**config.mk**
```make
export PLATFORM = sky130hd
export DESIGN_NAME = sram_port_arbiter_flat
export DESIGN_NICKNAME = d
export VERILOG_FILES = /design/src/rtl/sram_port_arbiter_if.sv /design/src/rtl/sram_port_arbiter.sv /design/src/flat_wrapper.sv
export SDC_FILE = /design/constraint.sdc
export NUM_CORES = 1
export LEC_CHECK = 0
export CAP_MARGIN = 20
export CORE_MARGIN = 5
export CORE_UTILIZATION = 39
export CTS_CLUSTER_DIAMETER = 30
export DETAILED_ROUTE_END_ITERATION = 10
export HOLD_SLACK_MARGIN = 0.03
export PLACE_DENSITY = 0.86
export SLEW_MARGIN = 5
export SYNTH_ARGS = -nofsm -noshare
export SYNTH_HDL_FRONTEND = slang
export SYNTH_SLANG_ARGS = --single-unit
```
**constraint.sdc**
```tcl
create_clock -name CLK -period 5.5 [get_ports CLK]
set_input_delay 0.825 -clock CLK [delete_from_list [all_inputs] [get_ports CLK]]
set_output_delay 0.825 -clock CLK [all_outputs]
set_load 0.005 [all_outputs]
```
**src/rtl/sram_port_arbiter_if.sv**
```systemverilog
// Bus bundle between the fetch/memory stages, the arbiter and the asynchronous SRAM pads.
// The slave modport is the arbiter's view; master is the pipeline and pad side.
interface sram_port_arbiter_if #(
  parameter int ADDR_W = 20,
  parameter int DATA_W = 32
);
  localparam int BE_W = DATA_W / 8;

  logic              INST_CE;
  logic [31:0]       INST_VADDR;
  logic [DATA_W-1:0] INST_RDATA;
  logic              INST_STALL;

  logic              DATA_CE;
  logic              DATA_WE;
  logic [BE_W-1:0]   DATA_BE;
  logic [31:0]       DATA_VADDR;
  logic [DATA_W-1:0] DATA_WDATA;
  logic [DATA_W-1:0] DATA_RDATA;
  logic              DATA_STALL;

  logic [ADDR_W-1:0] SRAM_ADDR;
  logic [DATA_W-1:0] SRAM_DQ_O;
  logic              SRAM_DQ_OE;
  logic [DATA_W-1:0] SRAM_DQ_I;
  logic              SRAM_CE_N;
  logic              SRAM_OE_N;
  logic              SRAM_WE_N;
  logic [BE_W-1:0]   SRAM_BE_N;

  modport master (
    output INST_CE, INST_VADDR,
    input  INST_RDATA, INST_STALL,
    output DATA_CE, DATA_WE, DATA_BE, DATA_VADDR, DATA_WDATA,
    input  DATA_RDATA, DATA_STALL,
    input  SRAM_ADDR, SRAM_DQ_O, SRAM_DQ_OE, SRAM_CE_N, SRAM_OE_N, SRAM_WE_N, SRAM_BE_N,
    output SRAM_DQ_I
  );

  modport slave (
    input  INST_CE, INST_VADDR,
    output INST_RDATA, INST_STALL,
    input  DATA_CE, DATA_WE, DATA_BE, DATA_VADDR, DATA_WDATA,
    output DATA_RDATA, DATA_STALL,
    output SRAM_ADDR, SRAM_DQ_O, SRAM_DQ_OE, SRAM_CE_N, SRAM_OE_N, SRAM_WE_N, SRAM_BE_N,
    input  SRAM_DQ_I
  );
endinterface

```
**src/rtl/sram_port_arbiter.sv**
```systemverilog
// Shares one asynchronous SRAM between instruction fetch and the data port (data wins),
// sequencing each access over WAIT_CYCLES+1 strobe cycles followed by a one-cycle DONE.
module sram_port_arbiter #(
  parameter int ADDR_W      = 20,
  parameter int DATA_W      = 32,
  parameter int WAIT_CYCLES = 1
) (
  input  logic                 CLK,
  input  logic                 RST,
  sram_port_arbiter_if.slave   bus
);
  localparam int              BE_W      = DATA_W / 8;
  localparam logic [3:0]      WAIT_INIT = 4'(WAIT_CYCLES);

  typedef enum logic [1:0] {IDLE, ACCESS, DONE} state_t;

  state_t              state_reg;
  logic                grant_data_reg;
  logic [3:0]          cnt_reg;
  logic [ADDR_W-1:0]   addr_reg;
  logic                we_reg;
  logic [DATA_W-1:0]   wdata_reg;
  logic [DATA_W-1:0]   rdata_q_reg;
  logic                inst_done_reg;
  logic                data_done_reg;
  logic                ce_n_reg;
  logic                oe_n_reg;
  logic                we_n_reg;
  logic                dq_oe_reg;
  logic [BE_W-1:0]     be_n_reg;

  // Request selected in IDLE; the data port always takes precedence.
  logic                req_valid;
  logic                req_data;
  logic                req_we;
  logic [ADDR_W-1:0]   req_addr;
  logic [BE_W-1:0]     req_be;
  logic [BE_W-1:0]     req_be_n;

  always_comb begin
    req_valid = bus.DATA_CE | bus.INST_CE;
    req_data  = bus.DATA_CE;
    req_we    = 1'b0;
    req_be    = '0;
    req_addr  = bus.INST_VADDR[ADDR_W+1:2];
    if (bus.DATA_CE) begin
      req_we   = bus.DATA_WE;
      req_be   = bus.DATA_BE;
      req_addr = bus.DATA_VADDR[ADDR_W+1:2];
    end
  end

  // Reads enable every byte lane; writes drive only the requested lanes.
  genvar gi;
  generate
    for (gi = 0; gi < BE_W; gi++) begin : g_be
      assign req_be_n[gi] = req_we ? ~req_be[gi] : 1'b0;
    end
  endgenerate

  always_ff @(posedge CLK) begin
    if (RST) begin
      state_reg      <= IDLE;
      grant_data_reg <= 1'b0;
      cnt_reg        <= 4'd0;
      addr_reg       <= '0;
      we_reg         <= 1'b0;
      wdata_reg      <= '0;
      rdata_q_reg    <= '0;
      inst_done_reg  <= 1'b0;
      data_done_reg  <= 1'b0;
      ce_n_reg       <= 1'b1;
      oe_n_reg       <= 1'b1;
      we_n_reg       <= 1'b1;
      dq_oe_reg      <= 1'b0;
      be_n_reg       <= '1;
    end else begin
      case (state_reg)
        IDLE: begin
          if (req_valid) begin
            grant_data_reg <= req_data;
            addr_reg       <= req_addr;
            we_reg         <= req_we;
            if (req_data) begin
              wdata_reg <= bus.DATA_WDATA;
            end
            cnt_reg   <= WAIT_INIT;
            ce_n_reg  <= 1'b0;
            oe_n_reg  <= req_we;
            we_n_reg  <= ~req_we;
            dq_oe_reg <= req_we;
            be_n_reg  <= req_be_n;
            state_reg <= ACCESS;
          end
        end
        ACCESS: begin
          if (cnt_reg == 4'd0) begin
            if (!we_reg) begin
              rdata_q_reg <= bus.SRAM_DQ_I;
            end
            if (grant_data_reg) begin
              data_done_reg <= 1'b1;
            end else begin
              inst_done_reg <= 1'b1;
            end
            ce_n_reg  <= 1'b1;
            oe_n_reg  <= 1'b1;
            we_n_reg  <= 1'b1;
            dq_oe_reg <= 1'b0;
            be_n_reg  <= '1;
            state_reg <= DONE;
          end else begin
            cnt_reg  <= cnt_reg - 4'd1;
            // WE_N rises one cycle early so address and data are held past the write edge.
            we_n_reg <= ~we_reg | (cnt_reg == 4'd1);
          end
        end
        DONE: begin
          inst_done_reg <= 1'b0;
          data_done_reg <= 1'b0;
          state_reg     <= IDLE;
        end
        default: begin
          state_reg <= IDLE;
        end
      endcase
    end
  end

  assign bus.INST_RDATA = rdata_q_reg;
  assign bus.DATA_RDATA = rdata_q_reg;
  assign bus.INST_STALL = ~RST & bus.INST_CE & ~inst_done_reg;
  assign bus.DATA_STALL = ~RST & bus.DATA_CE & ~data_done_reg;

  assign bus.SRAM_ADDR  = addr_reg;
  assign bus.SRAM_DQ_O  = wdata_reg;
  assign bus.SRAM_DQ_OE = dq_oe_reg;
  assign bus.SRAM_CE_N  = ce_n_reg;
  assign bus.SRAM_OE_N  = oe_n_reg;
  assign bus.SRAM_WE_N  = we_n_reg;
  assign bus.SRAM_BE_N  = be_n_reg;
endmodule

```
**src/flat_wrapper.sv**
```systemverilog
// flat-port wrapper written by rule: the top's interface ports become plain ports
module sram_port_arbiter_flat 
#(
  parameter int ADDR_W      = 20,
  parameter int DATA_W      = 32,
  parameter int WAIT_CYCLES = 1
)
  (CLK, RST, bus_INST_CE, bus_INST_VADDR, bus_INST_RDATA, bus_INST_STALL, bus_DATA_CE, bus_DATA_WE, bus_DATA_BE, bus_DATA_VADDR, bus_DATA_WDATA, bus_DATA_RDATA, bus_DATA_STALL, bus_SRAM_ADDR, bus_SRAM_DQ_O, bus_SRAM_DQ_OE, bus_SRAM_CE_N, bus_SRAM_OE_N, bus_SRAM_WE_N, bus_SRAM_BE_N, bus_SRAM_DQ_I);
  sram_port_arbiter_if #(.ADDR_W(ADDR_W), .DATA_W(DATA_W)) bus_i ();
  input  logic CLK;
  input  logic RST;
  input wire logic [$bits(bus_i.INST_CE)-1:0] bus_INST_CE;
  input wire logic [$bits(bus_i.INST_VADDR)-1:0] bus_INST_VADDR;
  output wire logic [$bits(bus_i.INST_RDATA)-1:0] bus_INST_RDATA;
  output wire logic [$bits(bus_i.INST_STALL)-1:0] bus_INST_STALL;
  input wire logic [$bits(bus_i.DATA_CE)-1:0] bus_DATA_CE;
  input wire logic [$bits(bus_i.DATA_WE)-1:0] bus_DATA_WE;
  input wire logic [$bits(bus_i.DATA_BE)-1:0] bus_DATA_BE;
  input wire logic [$bits(bus_i.DATA_VADDR)-1:0] bus_DATA_VADDR;
  input wire logic [$bits(bus_i.DATA_WDATA)-1:0] bus_DATA_WDATA;
  output wire logic [$bits(bus_i.DATA_RDATA)-1:0] bus_DATA_RDATA;
  output wire logic [$bits(bus_i.DATA_STALL)-1:0] bus_DATA_STALL;
  output wire logic [$bits(bus_i.SRAM_ADDR)-1:0] bus_SRAM_ADDR;
  output wire logic [$bits(bus_i.SRAM_DQ_O)-1:0] bus_SRAM_DQ_O;
  output wire logic [$bits(bus_i.SRAM_DQ_OE)-1:0] bus_SRAM_DQ_OE;
  output wire logic [$bits(bus_i.SRAM_CE_N)-1:0] bus_SRAM_CE_N;
  output wire logic [$bits(bus_i.SRAM_OE_N)-1:0] bus_SRAM_OE_N;
  output wire logic [$bits(bus_i.SRAM_WE_N)-1:0] bus_SRAM_WE_N;
  output wire logic [$bits(bus_i.SRAM_BE_N)-1:0] bus_SRAM_BE_N;
  input wire logic [$bits(bus_i.SRAM_DQ_I)-1:0] bus_SRAM_DQ_I;
  assign bus_i.INST_CE = bus_INST_CE;
  assign bus_i.INST_VADDR = bus_INST_VADDR;
  assign bus_INST_RDATA = bus_i.INST_RDATA;
  assign bus_INST_STALL = bus_i.INST_STALL;
  assign bus_i.DATA_CE = bus_DATA_CE;
  assign bus_i.DATA_WE = bus_DATA_WE;
  assign bus_i.DATA_BE = bus_DATA_BE;
  assign bus_i.DATA_VADDR = bus_DATA_VADDR;
  assign bus_i.DATA_WDATA = bus_DATA_WDATA;
  assign bus_DATA_RDATA = bus_i.DATA_RDATA;
  assign bus_DATA_STALL = bus_i.DATA_STALL;
  assign bus_SRAM_ADDR = bus_i.SRAM_ADDR;
  assign bus_SRAM_DQ_O = bus_i.SRAM_DQ_O;
  assign bus_SRAM_DQ_OE = bus_i.SRAM_DQ_OE;
  assign bus_SRAM_CE_N = bus_i.SRAM_CE_N;
  assign bus_SRAM_OE_N = bus_i.SRAM_OE_N;
  assign bus_SRAM_WE_N = bus_i.SRAM_WE_N;
  assign bus_SRAM_BE_N = bus_i.SRAM_BE_N;
  assign bus_i.SRAM_DQ_I = bus_SRAM_DQ_I;
  sram_port_arbiter #(.ADDR_W(ADDR_W), .DATA_W(DATA_W), .WAIT_CYCLES(WAIT_CYCLES)) u_core (.CLK(CLK), .RST(RST), .bus(bus_i));
endmodule
```
-- After elaboration in Yosys (flattened, before gate mapping)
Index checks and enable logic that the tools add are counted.
- add/subtract/negate cells: 1
- eq/ne operators: 8
- mux-type cells: 32
- bitwise operators: 15
- reduce and logical (&&, ||, !) cells: 13
- operator list (operator ; number):
    two-way mux 20 bit ; 1
    two-way mux 4 bit ; 5
    AND reduction 3 bit ; 6
    one-hot mux 4 bit (2 select lines) ; 2
    two-way mux 1 bit ; 15
    one-hot mux 1 bit (2 select lines) ; 6
    NOT 1 bit ; 9
    != test 2 x 1 -> 1 bit, second input constant ; 3
    AND reduction 2 bit ; 3
    bitwise AND 1 bit ; 4
    == test 4 x 1 -> 1 bit, second input constant ; 1
    logical NOT 4 bit ; 1
    two-way mux 2 bit ; 2
    != test 2 bit, second input constant ; 2
    one-hot mux 2 bit (2 select lines) ; 1
    nonzero test 2 bit ; 2
    subtractor 4 x 1 -> 4 bit, second input constant ; 1
    == test 2 x 1 -> 1 bit, second input constant ; 1
    == test 2 bit, second input constant ; 1
    logical NOT 2 bit ; 1
    OR 1 bit ; 2
- bits in registers: 102
- input bits: 137
- output and inout bits: 126
- logic and storage cells: 83

-- Logic depth before layout (Yosys ltp)
Gate-level depths: netlist of run 1.
- word-level depth: 5
- gate-level depth with buffers: 9
- depth with buffers taken out: 6

-- Worst setup path before layout of run 1
No wires, ideal clock.
- path type: input to output
- start: in bus_DATA_CE
- end: out bus_DATA_STALL
- arrival: 1.790 ns
- required time: 4.675 ns
- setup slack: 2.885 ns
- stages on the path: 3
- buffers on the path: 2
- cell sequence: clkbuf_1 > clkbuf_1 > nor3b_1
- word-level cells in the longest chain between the ends: 2
- ends and longest elaborated chain (what ; RTL line ; source):
    start: declaration ; flat_wrapper.sv:16 ; input wire logic [$bits(bus_i.DATA_CE)-1:0] bus_DATA_CE;
    bitwise AND 1 bit (2 in series) ; sram_port_arbiter.sv:133 ; assign bus.DATA_STALL = ~RST & bus.DATA_CE & ~data_done_reg;
    end: declaration ; flat_wrapper.sv:22 ; output wire logic [$bits(bus_i.DATA_STALL)-1:0] bus_DATA_STALL;
No other way between the ends.

-- Worst setup path after layout of run 1
Ends and elaborated chain as after synthesis.

==> results of run 1 <==
## Yosys cell counts (all sizes together)
master | instances | share of area, %
nor2b | 1 | 0.15
or3b | 1 | 0.22
or3 | 2 | 0.31
nand2 | 135 | 12
nand3 | 6 | 0.74
buf | 43 | 7.7
nor3 | 6 | 0.86
nand2b | 2 | 0.31
o211ai | 5 | 0.92
o21a | 1 | 0.18
o21ai | 6 | 0.74
clkbuf | 23 | 2.1
and2 | 1 | 0.15
a2bb2oi | 1 | 0.22
a21oi | 71 | 8.7
nor2 | 28 | 2.6
ha | 3 | 0.92
mux2i | 20 | 4.9
a22oi | 1 | 0.18
o31ai | 1 | 0.18
nor3b | 3 | 0.55
a211oi | 21 | 3.9
inv | 3 | 0.28
xor2 | 2 | 0.43
dfxtp | 102 | 50
## report_power, final
part / leakage [nW] / switching (mW) / internal (mW)
combinational: 1.46 / 0.205 / 0.286
sequential: 0.838 / 0.0446 / 0.812
clock: 0.0994 / 0.241 / 0.254
## placed cells by master (no fill, tap or decap), types with 2 or more instances in the layout
cell and instances:
nand2b_1 2, buf_8 2, nand2_1 135, nor3b_1 3, a21oi_1 71, clkdlybuf4s50_1 237
ha_1 3, inv_1 3, o21ai_1 6, mux2i_1 20, nand3_1 6, a211oi_1 21
o211ai_1 5, bufinv_16 2, nor2_1 28, dfxtp_1 102, clkbuf_1 2, buf_4 3
nor3_1 5, or3_1 2, xor2_1 2, clkbuf_8 9
## cell families (layout without fill, tap and decap cells)
family,after synthesis,after routing,share of synthesized area (%)
buffers and inverters,69,262,10.1
adder cells (fa/ha/maj),3,3,0.923
flip-flops,102,102,50.2
AO/OA/AOI/OAI,107,107,15.0
multiplexers,20,20,4.92
AND/OR/NAND/NOR,185,185,18.3
XOR/XNOR,2,2,0.431
## layer usage
metal	vias to the layer above	GRT usage (%)	share of wire (%)
met5	-	0	0
met4	0	5.21	1.5
met3	15	6.90	10
met2	172	32.5	48
met1	1780	19.1	40
li1	1967	-	-
## per-stage QoR
step                      hold WS [ps]  instances  total power [mW]  instance area (um^2)
after CTS                          462        814              1.86                  6450
after global placement             442        799              1.34                  6240
after global routing               483        817              1.95                  6500
after floorplan                    453        488              1.09                  4070
after detailed placement           449        799              1.36                  6240
final                              459        817              1.84                  6500
## worst paths after layout
kind / to / slack (ps) / depth (start not counted)
worst max register to register: u_core.bus.DATA_RDATA[12] / 3080 / 6
worst min register to register: u_core.bus.SRAM_DQ_O[20] / 460 / 2
worst min-delay path: u_core.bus.SRAM_DQ_O[20] / 460 / 2
worst max-delay path: bus_DATA_STALL / 2180 / 4
## area by class of cell
class / instances / area (um^2) / area share (%)
Clock inverter: 4 / 72.6 / 1.12
Timing Repair Buffer: 244 / 2460 / 37.8
Inverter: 3 / 11.3 / 0.173
Clock buffer: 11 / 131 / 2.02
Sequential cell: 102 / 2040 / 31.4
Tap cell: 136 / 170 / 2.62
Multi-Input combinational cell: 317 / 1620 / 24.9
## worst max-delay path, delay by kind of cell
family | cells | cell delay, ps
and+or+nand+nor | 1 | 280
buffers and inverters | 3 | 1380
==> flow_summary.json, run 1 <==
{
  "wirelength_um": 11800,
  "tns_ps": 0,
  "status": "finished clean",
  "syn_to_final_growth_pct": 59.9,
  "endpoint_kind": "output port",
  "required_ps": 4680,
  "r2r_start": "u_core.cnt_reg[0]",
  "ctsHoldBuffers": 0,
  "startpoint": "bus_DATA_CE",
  "drtPass1Iterations": 4,
  "cts_made_buffers": 9,
  "postSynthNetCount": 628,
  "fill_cells": 852,
  "die_y_um": 112,
  "cp_common_cell": "clkdlybuf4s50_1",
  "worstHoldStart": "u_core.bus.SRAM_DQ_O[20]",
  "clock_sinks": 102,
  "routed_via_density": 4.82,
  "hold_class": "reg2reg",
  "grt-ovfl-total": 0,
  "utilization_pct": 63.6,
  "yosysUniqueCellTypes": 28,
  "final_max_slew_viol_count": 0,
  "place.gp.congestion": 0.754,
  "die_area_um2": 12600,
  "finalClockSkew_ps": 13.0,
  "post_cts_buffers": 0,
  "num_vias": 3934,
  "first_iter_violations": 195,
  "slowest_stage": "clkdlybuf4s50_1",
  "dp_hpwl_um": 8940,
  "period_needed_ps": 3320,
  "clockBufferDepth": 2,
  "placementRows": 37,
  "grt_max_degree": 68,
  "slew_headroom_pct": 30.2,
  "power.density_nw_per_um2": 283,
  "cp.arrival_ps": 2500,
  "irDropWorstVdd_mv": 0.175,
  "start_util_pct": 39.7,
  "maxCapViolations": 0,
  "clock_latency_ps": 350,
  "ctsResizeCount": 0,
  "synth.yosys.seq_area_share_pct": 50.2,
  "cp_cell_sequence": "clkdlybuf4s50_1 -> buf_4 -> nor3b_1 -> clkdlybuf4s50_1",
  "port_buffers": 238,
  "clk_pin_slew_worst_paths_ps": 90,
  "insertedDiodeCount": 0,
  "crit_fanout": 27,
  "synthCells": 488,
  "setup_violations": 0,
  "tightest_slew_ps": 1050,
  "path_class": "in2out",
  "hold_viol": 0,
  "syn_area_per_cell_um2": 8.33,
  "max_freq_mhz": 301,
  "ioPinCount": 263,
  "yosys_warnings": 0,
  "final.period_utilization_pct": 60.4,
  "post-route-drc-count": 0,
  "htreeDepth": 3,
  "setup_slack_ps": 2180,
  "p_leak_nw": 2.40,
  "tritoncts": "built",
  "wl_per_cell_um": 14.4,
  "synth.ff_latch_count": 102,
  "place_ws_ps": 2160,
  "antenna_left": 0,
  "first_global_vias": 3849,
  "rsz0062_at_grt": "false",
  "grt_usage_pct": 17.9,
  "slowest_delay_ps": 590,
  "die_w_um": 112,
  "drive_gt1_share_pct": 3.08,
  "syn_area_um2": 4070,
  "cts_root_buf": "clkbuf_8",
  "num-nets-final": 817,
  "coreArea_um2": 10200,
  "grt_pass1_wl_um": 18700,
  "crit_path_start_kind": "input pin",
  "grt_antenna_before_repair": 0
}
Power figures use the tool's default switching activity.
==> inputs of run 2 (changes only) <==
--- a/config.mk
+++ b/config.mk
@@ -7,11 +7,11 @@
 export LEC_CHECK = 0
 export CAP_MARGIN = 20
 export CORE_MARGIN = 5
-export CORE_UTILIZATION = 39
+export CORE_UTILIZATION = 36
 export CTS_CLUSTER_DIAMETER = 30
 export DETAILED_ROUTE_END_ITERATION = 10
 export HOLD_SLACK_MARGIN = 0.03
-export PLACE_DENSITY = 0.86
+export PLACE_DENSITY = 0.8
 export SLEW_MARGIN = 5
 export SYNTH_ARGS = -nofsm -noshare
 export SYNTH_HDL_FRONTEND = slang
==> constraint.sdc (replaced) <==
create_clock -name CLK -period 3.1 [get_ports CLK]
set_input_delay 0.465 -clock CLK [delete_from_list [all_inputs] [get_ports CLK]]
set_output_delay 0.465 -clock CLK [all_outputs]
set_load 0.005 [all_outputs]
==> run 2 against run 1 <==
Compared with the run above:
- clock power increased by 110%
- critical endpoint is now u_core.bus.DATA_RDATA[12]
- routed wire length increased by 3.5%
- worst hold slack got worse by 5.0 ps
==> flow_summary.json, run 2 (synthesized netlist as in run 1, its figures left out) <==
{
  "status": "finished clean",
  "post_cts_buffers": 0,
  "maxCapViolations": 0,
  "worstSetupEndpoint": "u_core.bus.DATA_RDATA[12]",
  "clock_sinks": 102,
  "die_y_um": 116,
  "drtPass1Iterations": 4,
  "r2r_start": "u_core.cnt_reg[0]",
  "clk_pin_slew_worst_paths_ps": 70,
  "die_w_um": 116,
  "worst_hold_slack_ps": 454,
  "place_ws_ps": 672,
  "final_max_slew_viol_count": 0,
  "ctsResizeCount": 0,
  "final.period_utilization_pct": 77.7,
  "grt_pass1_wl_um": 18800,
  "num_vias": 3938,
  "grt_max_degree": 51,
  "reg2reg_depth": 6,
  "clockBufferDepth": 2,
  "grt-ovfl-total": 0,
  "max_freq_mhz": 415,
  "ioPinCount": 263,
  "htreeDepth": 3,
  "fill_cells": 917,
  "p_leak_nw": 2.42,
  "endpoint_kind": "register",
  "insertedDiodeCount": 0,
  "layout_commonest_cell": "clkdlybuf4s50_1",
  "grt_antenna_before_repair": 0,
  "tns_ps": 0,
  "antenna_left": 0,
  "place.gp.congestion": 0.822,
  "setup_violations": 0,
  "irDropWorstVdd_mv": 0.355,
  "power_mw": 3.45,
  "post-route-drc-count": 0,
  "path_class": "reg2reg",
  "coreArea_um2": 10900,
  "r2r_end": "u_core.bus.DATA_RDATA[12]",
  "finalClockSkew_ps": 10.1,
  "setup_slack_ps": 692,
  "tightest_slew_ps": 1050,
  "hold_class": "reg2reg",
  "cts_root_buf": "clkbuf_16",
  "placementRows": 38,
  "ctsHoldBuffers": 0,
  "syn_to_final_growth_pct": 61.4,
  "place_inst": 806,
  "rsz0062_at_grt": "false",
  "num-nets-final": 817,
  "startpoint": "u_core.cnt_reg[0]",
  "start_util_pct": 37.2,
  "r2r_slack_ps": 690,
  "multi_input_area_um2": 1620,
  "power.density_nw_per_um2": 525,
  "port_buffers": 238,
  "die_area_um2": 13500,
  "fin_cells": 822,
  "required_ps": 3290,
  "first_iter_violations": 238,
  "clock_latency_ps": 340,
  "seq_area_um2": 2040,
  "cp.arrival_ps": 2600,
  "grt_usage_pct": 17.5,
  "wirelength_um": 12200,
  "wl_per_cell_um": 14.9,
  "cts_made_buffers": 9,
  "slew_headroom_pct": 30.3,
  "routed_via_density": 4.79,
  "period_needed_ps": 2410,
  "dp_hpwl_um": 9340,
  "crit_path_start_kind": "register",
  "hold_viol": 0,
  "drive_gt1_share_pct": 3.08,
  "layout_common_cells": "clkdlybuf4s50_1 (237), nand2_1 (135), dfxtp_1 (102)",
  "crit_fanout": 32,
  "tritoncts": "built",
  "first_global_vias": 4004
}
run 2: where the power goes:
group	internal, mW	total, mW	switching [mW]
Clock	0.591	1.06	0.467
Combinational	0.502	0.865	0.363
Sequential	1.44	1.52	0.0811
run 2: worst min path at each step:
stage	from	slack, ps	end	cells past startpoint
final	u_core.bus.SRAM_DQ_O[21]	450	u_core.bus.SRAM_DQ_O[21]	2
after global routing	u_core.bus.SRAM_DQ_O[23]	480	u_core.bus.SRAM_DQ_O[23]	2
after CTS	u_core.bus.SRAM_DQ_O[21]	460	u_core.bus.SRAM_DQ_O[21]	2
after detailed placement	u_core.bus.SRAM_DQ_O[21]	450	u_core.bus.SRAM_DQ_O[21]	2
after global placement	u_core.bus.SRAM_DQ_O[22]	440	u_core.bus.SRAM_DQ_O[22]	2
after floorplan	u_core.bus.SRAM_DQ_O[0]	450	u_core.bus.SRAM_DQ_O[0]	2
run 2: per-layer routing:
layer | track usage [%] | vias up | wire length (um) | part of all wire [%]
li1 | - | 1965 | - | -
met1 | 18.3 | 1755 | 4570 | 37
met2 | 31.6 | 204 | 5940 | 49
met3 | 7.88 | 14 | 1540 | 13
met4 | 4.95 | 0 | 166 | 1.4
met5 | 0 | - | 0 | 0
run 2: cell type report:
class,instances,share of cell area [%]
Clock buffer,14,4.02
Clock inverter,2,0.248
Timing Repair Buffer,244,37.1
Multi-Input combinational cell,317,24.7
Inverter,3,0.172
Sequential cell,102,31.1
Tap cell,140,2.67
run 2: critical path, stage by stage (launching register included):
cell     delay (ps)
dfxtp_1         350
inv_1            90
ha_1            190
or3b_1          480
or3_1           820
nand2_1         230
a21oi_1         100
run 2: stage by stage:
step | area, um^2 | util, %
2_1_floorplan | 4070 | -
3_3_place_gp | 6280 | 57.5
3_5_place_dp | 6280 | 57.5
4_1_cts | 6570 | 60.0
5_1_grt | 6570 | 60.0
6_report | 6570 | 60.0
==> RTL edit 1 (config.mk and constraints of run 1) <==
`ADDR_W` is set to 20 in 3 places; all go to 16.
--- a/src/rtl/sram_port_arbiter_if.sv
+++ b/src/rtl/sram_port_arbiter_if.sv
@@ -2,5 +2,5 @@
 // The slave modport is the arbiter's view; master is the pipeline and pad side.
 interface sram_port_arbiter_if #(
-  parameter int ADDR_W = 20,
+  parameter int ADDR_W = 16,
   parameter int DATA_W = 32
 );
--- a/src/rtl/sram_port_arbiter.sv
+++ b/src/rtl/sram_port_arbiter.sv
@@ -2,5 +2,5 @@
 // sequencing each access over WAIT_CYCLES+1 strobe cycles followed by a one-cycle DONE.
 module sram_port_arbiter #(
-  parameter int ADDR_W      = 20,
+  parameter int ADDR_W      = 16,
   parameter int DATA_W      = 32,
   parameter int WAIT_CYCLES = 1
--- a/src/flat_wrapper.sv
+++ b/src/flat_wrapper.sv
@@ -2,5 +2,5 @@
 module sram_port_arbiter_flat 
 #(
-  parameter int ADDR_W      = 20,
+  parameter int ADDR_W      = 16,
   parameter int DATA_W      = 32,
   parameter int WAIT_CYCLES = 1
Interface: changed (resized bus_SRAM_ADDR); port bits go from 263 to 259. The function was not compared with the original's and may differ.
==> RTL edit 1 against run 1 <==
First-iteration DRC count rose by 5.1%. Routed wire length rose by 2.0%. Final area fell by 4.1%. Cell count fell by 3.9%. Sequential cell count fell by 4. Global-route usage rose by 0.66 points. Die area fell by 4.1%. Synthesized area fell by 4.5%. Total power fell by 5.2%. Largest power group unchanged. Combinational power fell by 3%. Clock power fell by 9.3%. Worst setup slack improved by 0.11 ns.
==> RTL edit 1: results (changes against run 1) <==
fin_skew_ns: 0.0133  # +0.000289 ns
cp_top_family: "buffers and inverters"
p_int_mw: 1.27  # -6.4%
netlist_top_cells_count: "nand2_1 (134), dfxtp_1 (98), a21oi_1 (71), buf_4 (32), nor2_1 (23)"
htree_levels: 3  # unchanged
dp_hpwl_mm: 9.05  # +1.2%
slowest_delay_ns: 0.55  # -0.04 ns
cts_setup_buffers: 0  # unchanged
fillers: 786  # -7.7%
place.port_buffers: 226  # -5.0%
synth_cell_types: 30  # +7.1%
ys_dominant_reg_cell: "dfxtp_1"
routabilityCongestion: 0.740  # -1.8%
vdd_drop_max_mv: 0.122  # -30%
rr_worst_depth: 6  # unchanged
path_clk_slew_ns: 0.09  # about the same
hold_class: "flip-flop to flip-flop"
cts_resized: 0  # unchanged
hold_depth: 2  # unchanged
postRouteAntennaNets: 0  # unchanged
cts_buffer_depth: 2  # unchanged
postPlaceCellArea_sq_um: 5970  # -4.4%
grt_pass1_vias: 3671  # -4.6%
crit_fanout: 23  # -15%
syn_nets: 608  # -3.2%
final_nets: 788  # -3.5%
power_leakage_nw: 2.28  # -4.8%
antenna_found_initial: 0  # unchanged
diodes: 0  # unchanged
drt_iter0_markers: 205  # +5.1%
seq_area_frac_synth_pct: 50.5  # +0.28 points
slew_headroom_pct: 27.7  # -2.5 points
synthTopCellsByArea: "dfxtp_1 (50%), nand2_1 (13%), a21oi_1 (9.1%), buf_4 (6.2%), mux2i_1 (4.1%)"
vias: 3779  # -3.9%
ys_warn_count: 0  # unchanged
synth.most_common_cell: "nand2_1"
clkLatencyLatePin_ns: 0.34
dr.pass1.iters: 4  # unchanged
clockRootBuffer: "clkbuf_8"
clk-power_mw: 0.449  # -9.3%
synthArstFlopShare_pct: 0  # unchanged
slowest_stage: "clkdlybuf4s50_1"
drive_above_1_share_pct: 3.37  # +0.29 points
cts_buffers: 9  # unchanged
wire_per_inst_um: 15.3  # +6.2%
grt_pass1_wl_mm: 17.8  # -5.0%
gr-usage-all-layers_pct: 18.5  # +0.66 points
pwr-share-seq_pct: 47.0  # +0.5 points
grt_max_degree: 90  # +32%
status: "finished, final reports clean"
[RTL edit 1: worst paths after layout]
kind | slack [ns] | to | start
max reg2reg | 3.02 | u_core.bus.DATA_RDATA[13] | u_core.cnt_reg[0]
max | 2.29 | bus_DATA_STALL | bus_DATA_CE
min reg2reg | 0.46 | u_core.bus.SRAM_DQ_O[23] | u_core.bus.SRAM_DQ_O[23]
min | 0.46 | u_core.bus.SRAM_DQ_O[23] | u_core.bus.SRAM_DQ_O[23]
[RTL edit 1: cells by family after synthesis]
family                     after synthesis  synth area share (%)
AOI/OAI and AO/OA                      104                  15.1
DFF                                     98                  50.5
and+or+nand+nor                        178                  18.5
buffers and inverters                   67                  10.4
xor gates and xnor gates                 2                 0.451
adders and majority gates                3                 0.966
muxes                                   16                  4.12
[RTL edit 1: through the flow]
stage	util [%]	worst slack, ns	instances	power, mW
after floorplan	-	3.11	468	1.04
after global placement	61.0	2.29	765	1.27
after detailed placement	61.4	2.31	767	1.30
after CTS	63.3	2.29	782	1.75
after global routing	64.1	2.21	785	1.84
final	64.1	2.29	785	1.75
[RTL edit 1: final cells by class]
class	count	area [sq um]	share of cell area, %
Clock buffer	11	131	2.11
Inverter	3	11.3	0.181
Multi-Input combinational cell	303	1530	24.5
Clock inverter	4	53.8	0.863
Tap cell	133	166	2.67
Sequential cell	98	1960	31.5
Timing Repair Buffer	233	2380	38.3
[RTL edit 1: metal layers]
| metal | global-route usage [%] | part of all wire, % | up-vias |
|---|---|---|---|
| li1 | - | - | 1879 |
| met4 | 5.25 | 0.96 | 0 |
| met5 | 0 | 0 | - |
| met1 | 20.8 | 38 | 1708 |
| met3 | 6.64 | 10 | 11 |
| met2 | 32.9 | 50 | 181 |
==> RTL edit 2 (flow settings as in run 1) <==
Made on the original files. The 3 states of `state_t` get a one-hot encoding in 3 bits.
--- a/src/rtl/sram_port_arbiter.sv
+++ b/src/rtl/sram_port_arbiter.sv
@@ -13,5 +13,5 @@
   localparam logic [3:0]      WAIT_INIT = 4'(WAIT_CYCLES);
 
-  typedef enum logic [1:0] {IDLE, ACCESS, DONE} state_t;
+  typedef enum logic [2:0] {IDLE = 3'b001, ACCESS = 3'b010, DONE = 3'b100} state_t;
 
   state_t              state_reg;
Check against the original RTL: no difference found for any inputs over 10 cycles, from zero or initial values and one cycle with RST high; not proved beyond that.
==> RTL edit 2 against run 1 <==
Register-to-register slack better by 0.05 ns. Die area is 2.8% higher. Clock skew up 0.0047 ns. Total power is 8.5% lower. Synthesized area increased by 3.0%. Worst setup slack improved by 0.31 ns. Routed wire length rose by 8.8%. Final area grew 1.3%. Sequential cell count is 1 higher. Combinational power is 17% lower. Critical path type unchanged. Critical endpoint is now bus_INST_STALL. Largest power group unchanged.
==> RTL edit 2: results (changes against run 1) <==
seq_area_frac_synth_pct: 49.2  # -1.0 points
wl_met2_mm: 6.43  # +13%
slew_violations: 0  # unchanged
slew_headroom_pct: 31.6  # +1.4 points
drive_above_1_share_pct: 3.44  # +0.36 points
wirelength_mm: 12.8  # +8.8%
power_leakage_nw: 2.39  # -0.24%
grt_pass1_vias: 4096  # +6.4%
met3WireLength_mm: 1.16  # -6.0%
slowest_stage: "buf_4"
drt-met1-wl_mm: 4.96  # +6.3%
min_to: "u_core.bus.SRAM_DQ_O[23]"
swShare_pct: 27.9  # +1.3 points
hold_class: "flip-flop to flip-flop"
routabilityCongestion: 0.835  # +11%
status: "finished, final reports clean"
fin_skew_ns: 0.0177  # +0.00469 ns
syn_nets: 647  # +3.0%
postCtsHoldBufs: 0  # unchanged
min-delay-start: "u_core.bus.SRAM_DQ_O[23]"
viasPerCell: 4.97  # +3.3%
netlist_top_cells_count: "nand2_1 (137), dfxtp_1 (103), a21oi_1 (72), nor2_1 (34), buf_4 (32)"
rrSetupSlack_ns: 3.13  # +0.05 ns
dr.pass1.iters: 5  # +1
gr-usage-all-layers_pct: 18.7  # +0.86 points
synth_cell_types: 35  # +25%
grt_max_degree: 98  # +44%
grt_pass1_wl_mm: 19.8  # +6.0%
slowest_delay_ns: 0.72  # +0.13 ns
drt_iter0_markers: 242  # +24%
antenna_found_initial: 0  # unchanged
cp.arrival_ns: 2.19  # -0.31 ns
cp-startpoint: "RST"
powerComb_mw: 0.409  # -17%
vdd_drop_max_mv: 0.175  # +0.39%
dp_hpwl_mm: 9.73  # +8.8%
ys_dominant_reg_cell: "dfxtp_1"
final_nets: 832  # +1.8%
fillers: 867  # +1.8%
postPlaceCellArea_sq_um: 6360  # +2.0%
crit_fanout: 97  # +260%
synthTopCellsByArea: "dfxtp_1 (49%), nand2_1 (12%), a21oi_1 (8.6%), buf_4 (5.7%), mux2i_1 (4.8%)"
RTL edit 2: logic make-up after synthesis:
| family | count (synthesis) | share of synthesized area (%) |
|---|---|---|
| buffers and inverters | 73 | 10.5 |
| adders and majority gates | 3 | 0.896 |
| xor gates and xnor gates | 2 | 0.418 |
| muxes | 20 | 4.78 |
| and+or+nand+nor | 200 | 19.9 |
| DFF | 103 | 49.2 |
| AOI/OAI and AO/OA | 106 | 14.3 |
RTL edit 2: critical path: cells and delay by family:
family,cells,cell delay [ns]
buf+inv,2,1.23
simple gates,1,0.11
RTL edit 2: per-stage QoR:
stage          hold slack, ns  setup slack, ns  util (%)  std cells  power, mW
6_report                0.457             2.48      63.3        833       1.69
2_1_floorplan           0.441             3.01         -        507       1.03
4_1_cts                 0.460             2.45      62.8        831       1.70
5_1_grt                 0.475             2.34      63.3        833       1.78
3_3_place_gp            0.442             2.40      60.8        814       1.24
3_5_place_dp            0.446             2.42      61.1        815       1.26
RTL edit 2: metal layers:
metal | vias up | global-route usage (%)
met2 | 213 | 33.8
met5 | - | 0
li1 | 2013 | -
met4 | 0 | 7.53
met1 | 1893 | 20.7
met3 | 24 | 5.09
RTL edit 2: worst max-delay path by stage:
stage | to | depth (start not counted)
floorplan | bus_DATA_STALL | 3
global placement | u_core.bus.SRAM_DQ_O[26] | 5
detailed placement | u_core.bus.SRAM_ADDR[7] | 7
CTS | bus_INST_STALL | 3
global route | bus_INST_STALL | 3
finish | bus_INST_STALL | 3
RTL edit 2: layout make-up:
cell class	count	share of cell area, %
repair buffers	243	37.6
flip-flops and latches	103	31.3
multi-input cells	331	25.7
well taps	136	2.58
clock buffers	11	1.99
clock inverters	5	0.607
inverters	4	0.228
